## src/rtl/uart_pkg.sv

```systemverilog
// Shared types and helpers for the oversampling UART receiver (and a future transmitter).
package uart_pkg;

  typedef enum logic [2:0] {
    IDLE      = 3'd0,
    START     = 3'd1,
    DATA      = 3'd2,
    PARITY    = 3'd3,
    STOP      = 3'd4,
    WAIT_HIGH = 3'd5
  } rx_state_e;

  localparam int CLKS_PER_TICK_DEF = 325;
  localparam int OVERSAMPLE_DEF    = 16;

  function automatic logic maj3(input logic a, input logic b, input logic c);
    return (a & b) | (a & c) | (b & c);
  endfunction

endpackage

```

## src/rtl/uart_baud_tick.sv

```systemverilog
// Oversample tick generator: one-clock pulse every CLKS_PER_TICK clocks, held at zero by clear_i.
module uart_baud_tick
  import uart_pkg::*;
#(
  parameter int CLKS_PER_TICK = CLKS_PER_TICK_DEF
) (
  input  logic clk_i,
  input  logic rst_ni,
  input  logic clear_i,
  output logic tick_o
);

  localparam int CW = (CLKS_PER_TICK > 1) ? $clog2(CLKS_PER_TICK) : 1;
  localparam logic [CW-1:0] TERM = CW'(CLKS_PER_TICK - 1);

  logic [CW-1:0] cnt_q, cnt_d;

  always_comb begin
    cnt_d = cnt_q;
    if (clear_i || cnt_q == TERM) cnt_d = '0;
    else cnt_d = cnt_q + 1'b1;
  end

  always_ff @(posedge clk_i or negedge rst_ni) begin
    if (!rst_ni) cnt_q <= '0;
    else cnt_q <= cnt_d;
  end

  assign tick_o = !clear_i && (cnt_q == TERM);

endmodule

```

## src/rtl/uart_rx_os.sv

```systemverilog
// Oversampling UART receiver with 3-point majority vote and held valid/ack output.
// Optional parity bit is compiled in with `define UART_RX_PARITY_EN.
module uart_rx_os
  import uart_pkg::*;
#(
  parameter int CLKS_PER_TICK = CLKS_PER_TICK_DEF,
  parameter int OVERSAMPLE    = OVERSAMPLE_DEF,
  parameter int DATA_BITS     = 8,
  parameter int PARITY_ODD    = 0
) (
  input  logic                 clk,
  input  logic                 rst,
  input  logic                 rx,
  output logic [DATA_BITS-1:0] data,
  output logic                 data_valid,
  input  logic                 data_ack,
  output logic                 frame_err,
  output logic                 parity_err,
  output logic                 overrun,
  output logic [2:0]           dbg_state_o
);

  localparam int SW = $clog2(OVERSAMPLE);
  localparam int BW = $clog2(DATA_BITS);
  localparam logic [SW-1:0] S_LAST = SW'(OVERSAMPLE - 1);
  localparam logic [SW-1:0] S_V0   = SW'(OVERSAMPLE / 2 - 1);
  localparam logic [SW-1:0] S_V1   = SW'(OVERSAMPLE / 2);
  localparam logic [SW-1:0] S_V2   = SW'(OVERSAMPLE / 2 + 1);
  localparam logic [BW-1:0] B_LAST = BW'(DATA_BITS - 1);

  if ((OVERSAMPLE % 2) != 0 || OVERSAMPLE < 4 || DATA_BITS < 5 || DATA_BITS > 9 ||
      PARITY_ODD < 0 || PARITY_ODD > 1) begin : g_bad_params
    $error("uart_rx_os: illegal parameter combination");
  end

  rx_state_e            state_q;
  logic                 rx_meta_q, rx_s_q;
  logic [SW-1:0]        s_q;
  logic [BW-1:0]        bit_q;
  logic [DATA_BITS-1:0] sr_q;
  logic                 v0_q, v1_q;
  logic [DATA_BITS-1:0] data_q;
  logic                 valid_q, ferr_q, ovr_q;
  logic                 tick, vote_d, at_vote, at_end, complete, tick_clear;

  assign vote_d     = maj3(v0_q, v1_q, rx_s_q);
  assign at_vote    = tick && (s_q == S_V2);
  assign at_end     = tick && (s_q == S_LAST);
  assign complete   = (state_q == STOP) && at_vote;
  assign tick_clear = (state_q == IDLE) || (state_q == WAIT_HIGH);

  uart_baud_tick #(.CLKS_PER_TICK(CLKS_PER_TICK)) u_tick (
    .clk_i  (clk),
    .rst_ni (rst),
    .clear_i(tick_clear),
    .tick_o (tick)
  );

`ifdef UART_RX_PARITY_EN
  logic par_err_q, perr_q;
`endif

  always_ff @(posedge clk or negedge rst) begin
    if (!rst) begin
      rx_meta_q <= 1'b1;
      rx_s_q    <= 1'b1;
      state_q   <= IDLE;
      s_q       <= '0;
      bit_q     <= '0;
      sr_q      <= '0;
      v0_q      <= 1'b0;
      v1_q      <= 1'b0;
      data_q    <= '0;
      valid_q   <= 1'b0;
      ferr_q    <= 1'b0;
      ovr_q     <= 1'b0;
`ifdef UART_RX_PARITY_EN
      par_err_q <= 1'b0;
      perr_q    <= 1'b0;
`endif
    end else begin
      rx_meta_q <= rx;
      rx_s_q    <= rx_meta_q;

      if (tick) begin
        s_q <= (s_q == S_LAST) ? '0 : s_q + 1'b1;
        if (s_q == S_V0) v0_q <= rx_s_q;
        if (s_q == S_V1) v1_q <= rx_s_q;
      end

      case (state_q)
        IDLE: begin
          s_q   <= '0;
          bit_q <= '0;
`ifdef UART_RX_PARITY_EN
          par_err_q <= 1'b0;
`endif
          if (!rx_s_q) state_q <= START;
        end
        START: begin
          if (at_vote && vote_d) state_q <= IDLE;
          else if (at_end) state_q <= DATA;
        end
        DATA: begin
          // LSB arrives first, so shifting in at the MSB leaves it at bit 0.
          if (at_vote) sr_q <= {vote_d, sr_q[DATA_BITS-1:1]};
          if (at_end) begin
            if (bit_q == B_LAST) begin
`ifdef UART_RX_PARITY_EN
              state_q <= PARITY;
`else
              state_q <= STOP;
`endif
            end else begin
              bit_q <= bit_q + 1'b1;
            end
          end
        end
`ifdef UART_RX_PARITY_EN
        PARITY: begin
          if (at_vote) par_err_q <= vote_d != ((^sr_q) ^ 1'(PARITY_ODD));
          if (at_end) state_q <= STOP;
        end
`endif
        STOP: begin
          // Complete at mid stop bit so a following start edge is never missed.
          if (at_vote) state_q <= vote_d ? IDLE : WAIT_HIGH;
        end
        WAIT_HIGH: begin
          if (rx_s_q) state_q <= IDLE;
        end
        default: state_q <= IDLE;
      endcase

      if (complete) begin
        data_q  <= sr_q;
        ferr_q  <= ~vote_d;
        valid_q <= 1'b1;
        if (valid_q) ovr_q <= !data_ack;
`ifdef UART_RX_PARITY_EN
        perr_q  <= par_err_q;
`endif
      end else if (data_ack && valid_q) begin
        valid_q <= 1'b0;
        ovr_q   <= 1'b0;
      end
    end
  end

  assign data        = data_q;
  assign data_valid  = valid_q;
  assign frame_err   = ferr_q;
  assign overrun     = ovr_q;
  assign dbg_state_o = state_q;
`ifdef UART_RX_PARITY_EN
  assign parity_err  = perr_q;
`else
  assign parity_err  = 1'b0;
`endif

endmodule

```

## config.mk

```make
export PLATFORM = sky130hd
export DESIGN_NAME = uart_rx_os
export DESIGN_NICKNAME = d
export VERILOG_FILES = /design/src/rtl/uart_pkg.sv /design/src/rtl/uart_baud_tick.sv /design/src/rtl/uart_rx_os.sv
export SDC_FILE = /design/constraint.sdc
export NUM_CORES = 1
export LEC_CHECK = 0
export CORE_MARGIN = 5
export CORE_UTILIZATION = 30
export DETAILED_ROUTE_END_ITERATION = 12
export HOLD_SLACK_MARGIN = 0.08
export SLEW_MARGIN = 20
export SYNTH_ARGS = -nofsm -noshare
export SYNTH_HDL_FRONTEND = slang
export SYNTH_SLANG_ARGS = --single-unit
```

## constraint.sdc

```tcl
create_clock -name clk -period 3.25 [get_ports clk]
set_input_delay 0.325 -clock clk [delete_from_list [all_inputs] [get_ports clk]]
set_output_delay 0.325 -clock clk [all_outputs]
set_load 0.005 [all_outputs]
```

=== Yosys cells after proc, flatten, opt, wreduce, memory -nomap -nowiden ===
Index checks and enable logic that the tools add are counted.

* $add $sub $neg: 3
* Equal/unequal tests: 18
* Multiplexer cells: 20
* Bitwise operators: 6
* Reductions and logical operators: 20

{| class="wikitable"
|+ Operator list
! cell !! number
|-
| two-way mux 3 bit || 10
|-
| case mux 3 bit (5 select lines) || 1
|-
| != test 2 bit, second input constant || 7
|-
| equality test 4 bit, second input constant || 3
|-
| two-way mux 4 bit || 3
|-
| adder 9 x 1 -> 9 bit, second input constant || 1
|-
| equality test 3 bit, second input constant || 3
|-
| equality test 9 bit, second input constant || 1
|-
| two-way mux 9 bit || 1
|-
| AND reduction 2 bit || 4
|-
| logical AND 1 bit || 6
|-
| case mux 3 bit (2 select lines) || 1
|-
| AND reduction 6 bit || 1
|-
| nonzero test 2 bit || 3
|-
| adder 4 x 1 -> 4 bit, second input constant || 1
|-
| equality test 4 x 3 -> 1 bit, second input constant || 1
|-
| two-way mux 1 bit || 4
|-
| adder 3 x 1 -> 3 bit, second input constant || 1
|-
| bitwise AND 1 bit || 3
|-
| equality test 3 x 1 -> 1 bit, second input constant || 1
|-
| equality test 3 x 2 -> 1 bit, second input constant || 1
|-
| zero test 3 bit || 1
|-
| != test 3 bit, second input constant || 1
|-
| AND reduction 3 bit || 1
|-
| 4 further kinds || 7
|}

* Flip-flop bits (word level): 42
* Input bits: 4
* Logic and storage cells: 80

=== Logic depth before layout (Yosys ltp) ===
Gate-level depths: netlist of run 1.

* Depth after elaboration: 8
* Gate-level depth with buffers: 8
* Depth with buffers taken out: 7

=== Cells and area by module ===
From an unflattened synthesis of run 1, not the netlist that was laid out.

* Cell total of the unflattened synthesis: 178
* Area total of the unflattened synthesis: 2043.2 µm²

{| class="wikitable"
|+ Modules (own cells, without submodules)
! module !! instances !! cells an instance !! area each (µm²)
|-
| uart_rx_os || 1 || 132 || 1585.3
|-
| uart_baud_tick || 1 || 46 || 457.9
|}

=== Worst setup path after synthesis of run 1 ===
No wires, ideal clock.

* Path kind: register to register
* Start: register u_tick.cnt_q[0]
* End: register v0_q
* Setup time: 125 ps
* Arrival time: 2083 ps
* Setup slack: 1042 ps
* Stages on the path, launching flop included: 8
* Path buffers: 0
* Clock period less this slack: 2208 ps
* Cells stage by stage: dfrtp_1 -> inv_1 -> ha_1 -> nand4b_1 -> a2111oi_2 -> nand2_1 -> nor3b_1 -> mux2_2

* Longest elaborated chain between the ends: 3

{| class="wikitable"
|+ RTL lines
! item !! RTL line !! text
|-
| from (decl) || uart_baud_tick.sv:16 || <nowiki>logic [CW-1:0] cnt_q, cnt_d;</nowiki>
|-
| from (signal assigned) || uart_baud_tick.sv:26 || <nowiki>else cnt_q <= cnt_d;</nowiki>
|-
| equality test 9 bit || uart_baud_tick.sv:29 || <nowiki>assign tick_o = !clear_i && (cnt_q == TERM);</nowiki>
|-
| logical AND 1 bit || uart_baud_tick.sv:29 ||
|-
| AND reduction 2 bit (no line) || -- ||
|-
| to (signal assigned) || uart_rx_os.sv:87 || <nowiki>if (s_q == S_V0) v0_q <= rx_s_q;</nowiki>
|-
| to (decl) || uart_rx_os.sv:41 || <nowiki>logic v0_q, v1_q;</nowiki>
|}

Every way passes these cells.
A chain may end at the register's enable or synchronous reset.

=== Worst setup path in the final report of run 1 ===
Ends and elaborated chain as after synthesis.

==> out/summary.txt, run 1 <==
==============================================================================
Critical path startpoint category                                         flop
Placed Cells incl. Taps                                                    257
Switching power summed over all nets                                    206 µW
Combinational Power Share                                                0.015
Number of flops mapped to enable cells by yosys                              0
Switching Share                                                          0.232
Launch point of the worst reg-to-reg path                         u_tick.cnt_q[0]
Endpoint of the most critical register-to-register path                   v0_q
Largest fanout on the critical path                                          7
Termination of the worst setup path                                       v0_q
Clock Pin Slew Worst Setup and Hold Paths                              0.08 ns
Floorplan core area                                                   6390 µm²
Initial antenna violation count                                              0
Relative slew slack                                                      0.381
Proportion of layout cells with a drive suffix above 1                   0.202
Capturing element type of the critical path                               flop
Number of maximum-capacitance violations                                     0
Buffers inserted during post-CTS setup optimization                          0
Clock network power share                                                0.393
Crit path time final                                                   2.47 ns
Leakage                                                             0.00103 µW
Internal Power                                                          681 µW
Number of hold-slack violations in the final timing report                   0
Fin Setup TNS                                                             0 ns
Endpoint required time on the critical path                            3.44 ns
Most frequent cells in the layout                                 40 x sky130_fd_sc_hd__dfrtp_1, 16 x sky130_fd_sc_hd__clkdlybuf4s50_1, 14 x sky130_fd_sc_hd__mux2_2, 13 x sky130_fd_sc_hd__nor2_1, 10 x sky130_fd_sc_hd__nand2_1
Post-cts gate resize count                                                   0
Starting utilization of the core area                                    0.310
Clk Latency, worst-skew pair                                           0.30 ns
Largest net degree at the start of global routing                           43
Status                                                               completed
Final worst clock skew                                               0.0104 ns
Power density normalized to cell area                               384 nW/µm²
Row cnt                                                                     29
Die height                                                             91.3 µm
Number of max-slew violations in the final report                            0
Detailed-router iteration count before antenna repair                        4
Most common flop cell mapped by yosys                             sky130_fd_sc_hd__dfrtp_1
Commonest non-fill, non-tap cell in the layout                    sky130_fd_sc_hd__dfrtp_1
Least-Margin Pin Slew                                                 0.929 ns
Relative contribution of sequential cells to total power                 0.593
Area Growth Syn to Fin                                                   16.6%
Wire length of the first global-routing pass                           6.24 mm
Worst supply voltage drop on vdd                                      0.226 mV
Number of cells on the worst reg-to-reg path                                 7
Number of diodes added for antenna fixing                                    0
Max H-tree Level                                                             2
Remaining design rule violation count                                        0
Launching element of the worst setup path                         u_tick.cnt_q[0]
Kind of critical path                                               reg -> reg
Number of setup violations in the final report                               0
Fin crit share                                                           0.759
Number of ports placed on the die boundary                                  19
Number of standard cells in the layout, taps in and fillers out            265
Cts hold-fix bufs                                                            0
Clock Path Buffers                                                           2
RD Place Congestion                                                      0.760
Worst path arrival time                                                2.65 ns
Warnings, synthesis                                                          0
Sink Count                                                                  42
DR iter-0 viols                                                             48
Via density                                                               4.76
# fillers                                                                  646
Worst hold-check path type                                         in -> async
Post-Synthesis Net Count                                                   178
Post-layout nets                                                           198
Total wire length                                                      3.51 mm
Post-synthesis cell count                                                  167
Via count of the first global-routing pass                                1253
Post-route antenna net violation count                                       0
Sequential-to-total area share from yosys stat                           0.532
Number of port buffers                                                      17
Routed wire length per instance                                        13.3 µm
Post-synthesis area per instance                                      11.9 µm²
DP HPWL                                                                2.47 mm
Total CTS buffers                                                            5
CTS tree                                                                   yes
Unique cell type count in the Yosys netlist                                 44
Count of vias placed by the detailed router                               1262
Die area                                                              8330 µm²
F_max                                                                  406 MHz
Async set-or-reset flop fraction in the synthesized netlist               1.00
RSZ-0062 raised after global routing                                     false
Synthesized area                                                      1980 µm²
Total overflow reported by the global router                                 0
Worst reg-to-reg setup slack                                           0.78 ns
Total GRT Usage                                                         0.0919
Flop and latch count out of synthesis                                       42
Die X-Extent                                                           91.3 µm
Clock tree root driver cell                                       sky130_fd_sc_hd__clkbuf_8
==============================================================================
-- power groups by stage --
| stage | combinational (µW) | sequential [µW] | clock, µW |
|---|---|---|---|
| floorplan | 1.17 | 536 | 0 |
| global placement | 14.0 | 536 | 0 |
| detailed placement | 14.1 | 536 | 0 |
| CTS | 14.2 | 525 | 361 |
| global route | 15.7 | 526 | 385 |
| finish | 13.0 | 525 | 348 |
-- area by class of cell --
class / instances / area, µm² / share of cell area
Timing Repair Buffer: 17 / 165 / 0.0715
Clock inverter: 3 / 23.8 / 0.0103
Tap cell: 77 / 96.3 / 0.0417
Inverter: 8 / 30.0 / 0.0130
Multi-Input combinational cell: 113 / 871 / 0.377
Clock buffer: 5 / 68.8 / 0.0298
Sequential cell: 42 / 1050 / 0.456
-- critical path, cell delays in order (launching register included) --
cell and delay (ns):
sky130_fd_sc_hd__dfrtp_1 0.42, sky130_fd_sc_hd__inv_1 0.10, sky130_fd_sc_hd__ha_1 0.14, sky130_fd_sc_hd__nand4b_1 0.17, sky130_fd_sc_hd__a2111oi_2 0.75, sky130_fd_sc_hd__nand2_1 0.18, sky130_fd_sc_hd__nor3b_1 0.25, sky130_fd_sc_hd__mux2_2 0.35
-- synthesized netlist by cell type, types with 2 or more instances --
library cell               count  area, µm²
sky130_fd_sc_hd__inv_1         8       30.0
sky130_fd_sc_hd__nand2b_1      3       18.8
sky130_fd_sc_hd__nand4b_1      2       17.5
sky130_fd_sc_hd__xor2_1        4       35.0
sky130_fd_sc_hd__and3_1        4       25.0
sky130_fd_sc_hd__nand2_1      10       37.5
sky130_fd_sc_hd__dfstp_2       2       52.6
sky130_fd_sc_hd__dfrtp_1      40       1000
sky130_fd_sc_hd__o21ai_0       6       30.0
sky130_fd_sc_hd__ha_1          7       87.6
sky130_fd_sc_hd__nor2b_1       2       12.5
sky130_fd_sc_hd__nand3_1       9       45.0
sky130_fd_sc_hd__mux2_4        6       90.1
sky130_fd_sc_hd__clkbuf_1      2       7.51
sky130_fd_sc_hd__mux2_2       14        158
sky130_fd_sc_hd__nor2_1       13       48.8
sky130_fd_sc_hd__xnor2_1       5       43.8
sky130_fd_sc_hd__nor3_1        4       20.0
-- logic make-up (layout without fill, tap and decap cells) --
family,Yosys count,in the layout,share of synthesized area
compound gates,17,17,0.0632
simple gates,57,57,0.155
other cells,1,1,0.00189
mux,21,21,0.130
fa+ha+maj,8,8,0.0493
flops,42,42,0.532
xor+xnor,9,9,0.0398
buf+inv,12,33,0.0284
-- registers in the layout, summed over array words and instances (netlist names) --
name	flops
s_q	4
rx_meta_q	1
data	8
dbg_state_o	3
sr_q	8
v0_q	1
frame_err	1
overrun	1
rx_s_q	1
u_tick.cnt_q	9
v1_q	1
bit_q	3
data_valid	1
-- worst min-delay path by stage --
stage               depth (start not counted)  endpoint       from
global route                                1   data[2]        rst
CTS                                         1   data[2]        rst
detailed placement                          0    rx_s_q  rx_meta_q
floorplan                                   0  bit_q[0]        rst
global placement                            0    rx_s_q  rx_meta_q
finish                                      1   overrun        rst
-- routing by layer --
layer	up-vias	part of all wire	routed length (µm)	GRT usage
met1	624	0.49	1710	0.123
met4	0	0.015	53	0.0367
met3	5	0.030	104	0.0289
met5	-	0	0	0
li1	621	-	-	-
met2	12	0.47	1650	0.138
-- stage by stage --
step / instance area [µm²] / utilization / setup WS [ns] / hold WS, ns / total power, µW
2_1_floorplan: 1980 / - / 1.04 / 0.0294 / 537
3_3_place_gp: 2220 / 0.347 / 0.869 / 0.346 / 550
3_5_place_dp: 2220 / 0.347 / 0.806 / 0.348 / 550
4_1_cts: 2310 / 0.361 / 0.787 / 0.200 / 900
5_1_grt: 2310 / 0.361 / 0.525 / 0.242 / 927
6_report: 2310 / 0.361 / 0.785 / 0.161 / 886
(Power assumes the default switching activity.)
==> inputs of run 2 (changes only) <==
==> constraint.sdc (replaced) <==
create_clock -name clk -period 2.1 [get_ports clk]
set_input_delay 0.21 -clock clk [delete_from_list [all_inputs] [get_ports clk]]
set_output_delay 0.21 -clock clk [all_outputs]
set_load 0.005 [all_outputs]
==> run 2 against run 1 <==
The run now ends with negative setup slack left. Maximum frequency grew 15%. Non-clock buffer count is 26 higher. Highest routed layer unchanged. Count of clock-buffer cells in the layout is the same. Flip-flop and latch count unchanged. Wire length rose by 9.0%. Register-to-register slack lost 0.83 ns. Clock power rose by 55%. Largest cell class unchanged. Die area stayed put.
==> out/summary.txt, run 2 (synthesis gave the netlist of run 1 again) <==
======================================================================================
Sink Count                                                                          42
Final worst clock skew                                                      0.00424 ns
DR iter-0 viols                                                                     72
Launching element of the worst setup path                                 u_tick.cnt_q[0]
Remaining design rule violation count                                                0
Worst slack on hold paths                                                     0.315 ns
Die height                                                                     91.3 µm
Wire length of the first global-routing pass                                   6.77 mm
Number of port buffers                                                              17
Number of setup violations in the final report                                       6
Launch point of the worst reg-to-reg path                                 u_tick.cnt_q[0]
Post-layout worst setup margin                                              -0.0472 ns
Finished Core Util                                                               0.409
Starting utilization of the core area                                            0.310
Initial antenna violation count                                                      0
Number of maximum-capacitance violations                                             0
Total CTS buffers                                                                    5
Max reg flops                                                                        9
Largest net degree at the start of global routing                                   43
DP HPWL                                                                        2.71 mm
Clock Pin Slew Worst Setup and Hold Paths                                      0.09 ns
Crit path time final                                                           2.15 ns
Count of vias placed by the detailed router                                       1367
Total overflow reported by the global router                                         0
Post-route antenna net violation count                                               0
Proportion of layout cells with a drive suffix above 1                           0.349
Number of standard cells in the layout, taps in and fillers out                    292
Post-layout nets                                                                   225
Die X-Extent                                                                   91.3 µm
Floorplan core area                                                           6390 µm²
Total GRT Usage                                                                 0.0993
Largest fanout on the critical path                                                  6
Status                                                                    complete, but fails checks
Cell chain of the critical path                                           inv_2 -> ha_4 -> nand4b_1 -> or3_4 -> or4_4 -> mux2_4
CTS tree                                                                           yes
Register ranked first by flip-flop count                                  u_tick.cnt_q
RSZ-0062 raised after global routing                                              true
Leakage                                                                     0.00120 µW
Row cnt                                                                             29
Family with the most delay on the worst path                              simple AND/OR/NAND/NOR gates
Number of buffer and inverter instances along the worst setup path                   1
Area Growth Syn to Fin                                                           31.7%
Fin crit share                                                                    1.02
Commonest non-fill, non-tap cell in the layout                            sky130_fd_sc_hd__dfrtp_1
Slowest stage delay, CP                                                        0.58 ns
RD Place Congestion                                                              0.755
Clock tree root driver cell                                               sky130_fd_sc_hd__clkbuf_8
Number of diodes added for antenna fixing                                            0
Number of max-slew violations in the final report                                    0
Clock Path Buffers                                                                   2
Max H-tree Level                                                                     2
Worst reg-to-reg setup slack                                                  -0.05 ns
Worst hold-check path type                                                   in -> reg
Clk Latency, worst-skew pair                                                   0.29 ns
Number of ports placed on the die boundary                                          19
Endpoint required time on the critical path                                    2.29 ns
Worst path arrival time                                                        2.33 ns
Kind of critical path                                                       reg -> reg
Number of cells on the worst reg-to-reg path                                         6
Via count of the first global-routing pass                                        1425
F_max                                                                          466 MHz
Cell area after placement                                                     2390 µm²
Critical path startpoint category                                                 flop
Worst supply voltage drop on vdd                                              0.413 mV
WP depth                                                                             6
Capturing element type of the critical path                                       flop
Routed wire length per instance                                                13.1 µm
Via density                                                                       4.68
Placed Cells incl. Taps                                                            279
Power density normalized to cell area                                       529 nW/µm²
Endpoint of the most critical register-to-register path                        data[6]
Library cell contributing the largest single delay on the critical path   sky130_fd_sc_hd__or4_4
Detailed-router iteration count before antenna repair                                4
Number of hold-slack violations in the final timing report                           0
Most frequent cells in the layout                                         40 x sky130_fd_sc_hd__dfrtp_1, 23 x sky130_fd_sc_hd__buf_4, 16 x sky130_fd_sc_hd__clkdlybuf4s50_1, 13 x sky130_fd_sc_hd__mux2_2, 12 x sky130_fd_sc_hd__nor2_1
Fin Setup TNS                                                                -0.275 ns
Failing checks                                                            negative setup slack
Termination of the worst setup path                                            data[6]
Die area                                                                      8330 µm²
Total wire length                                                              3.83 mm
Summed area of non-filler cells in the final layout                           2610 µm²
======================================================================================
## run 2: timing repair
item,CTS,global route
setup endpoints to repair,14,26
pin swaps,2,9
hold buffers,1,0
gates cloned,1,0
setup buffers,1,2
hold endpoints to repair,40,0
resized for setup,5,14
## run 2: worst min-delay path by stage
| stage | depth (start not counted) | endpoint | slack, ns | startpoint |
|---|---|---|---|---|
| 4_1_cts | 1 | rx_meta_q | 0.31 | rx |
| 5_1_grt | 1 | rx_meta_q | 0.30 | rx |
| 2_1_floorplan | 0 | bit_q[0] | -0.09 | rst |
| 6_report | 1 | rx_meta_q | 0.31 | rx |
| 3_5_place_dp | 2 | overrun | 0.20 | rst |
| 3_3_place_gp | 2 | overrun | 0.20 | rst |
## run 2: stage by stage
step / setup WS (ns) / total power (µW)
6_report: -0.0472 / 1380
2_1_floorplan: -0.108 / 831
3_3_place_gp: -0.0153 / 855
3_5_place_dp: -0.100 / 855
4_1_cts: -0.0479 / 1410
5_1_grt: -0.115 / 1450
## run 2: area by class of cell
type                       instances  area [µm²]
tap                               77        96.3
clock inverter                     3        25.0
clock buffer                       5        68.8
sequential                        42        1050
timing repair buffer              43         379
multi-input combinational        114         956
inverter                           8        30.0
fill                             611        3780
## run 2: per-layer routing
layer,global-route usage,vias up,wire length [µm]
met2,0.161,15,1880
li1,-,685,-
met1,0.125,661,1760
met5,0,-,0
met4,0.0403,0,78
met3,0.0273,6,116
## run 2: where the power goes
part | internal [µW] | switching, µW
Combinational | 9.08 | 17.1
Sequential | 811 | 1.43
Clock | 240 | 300
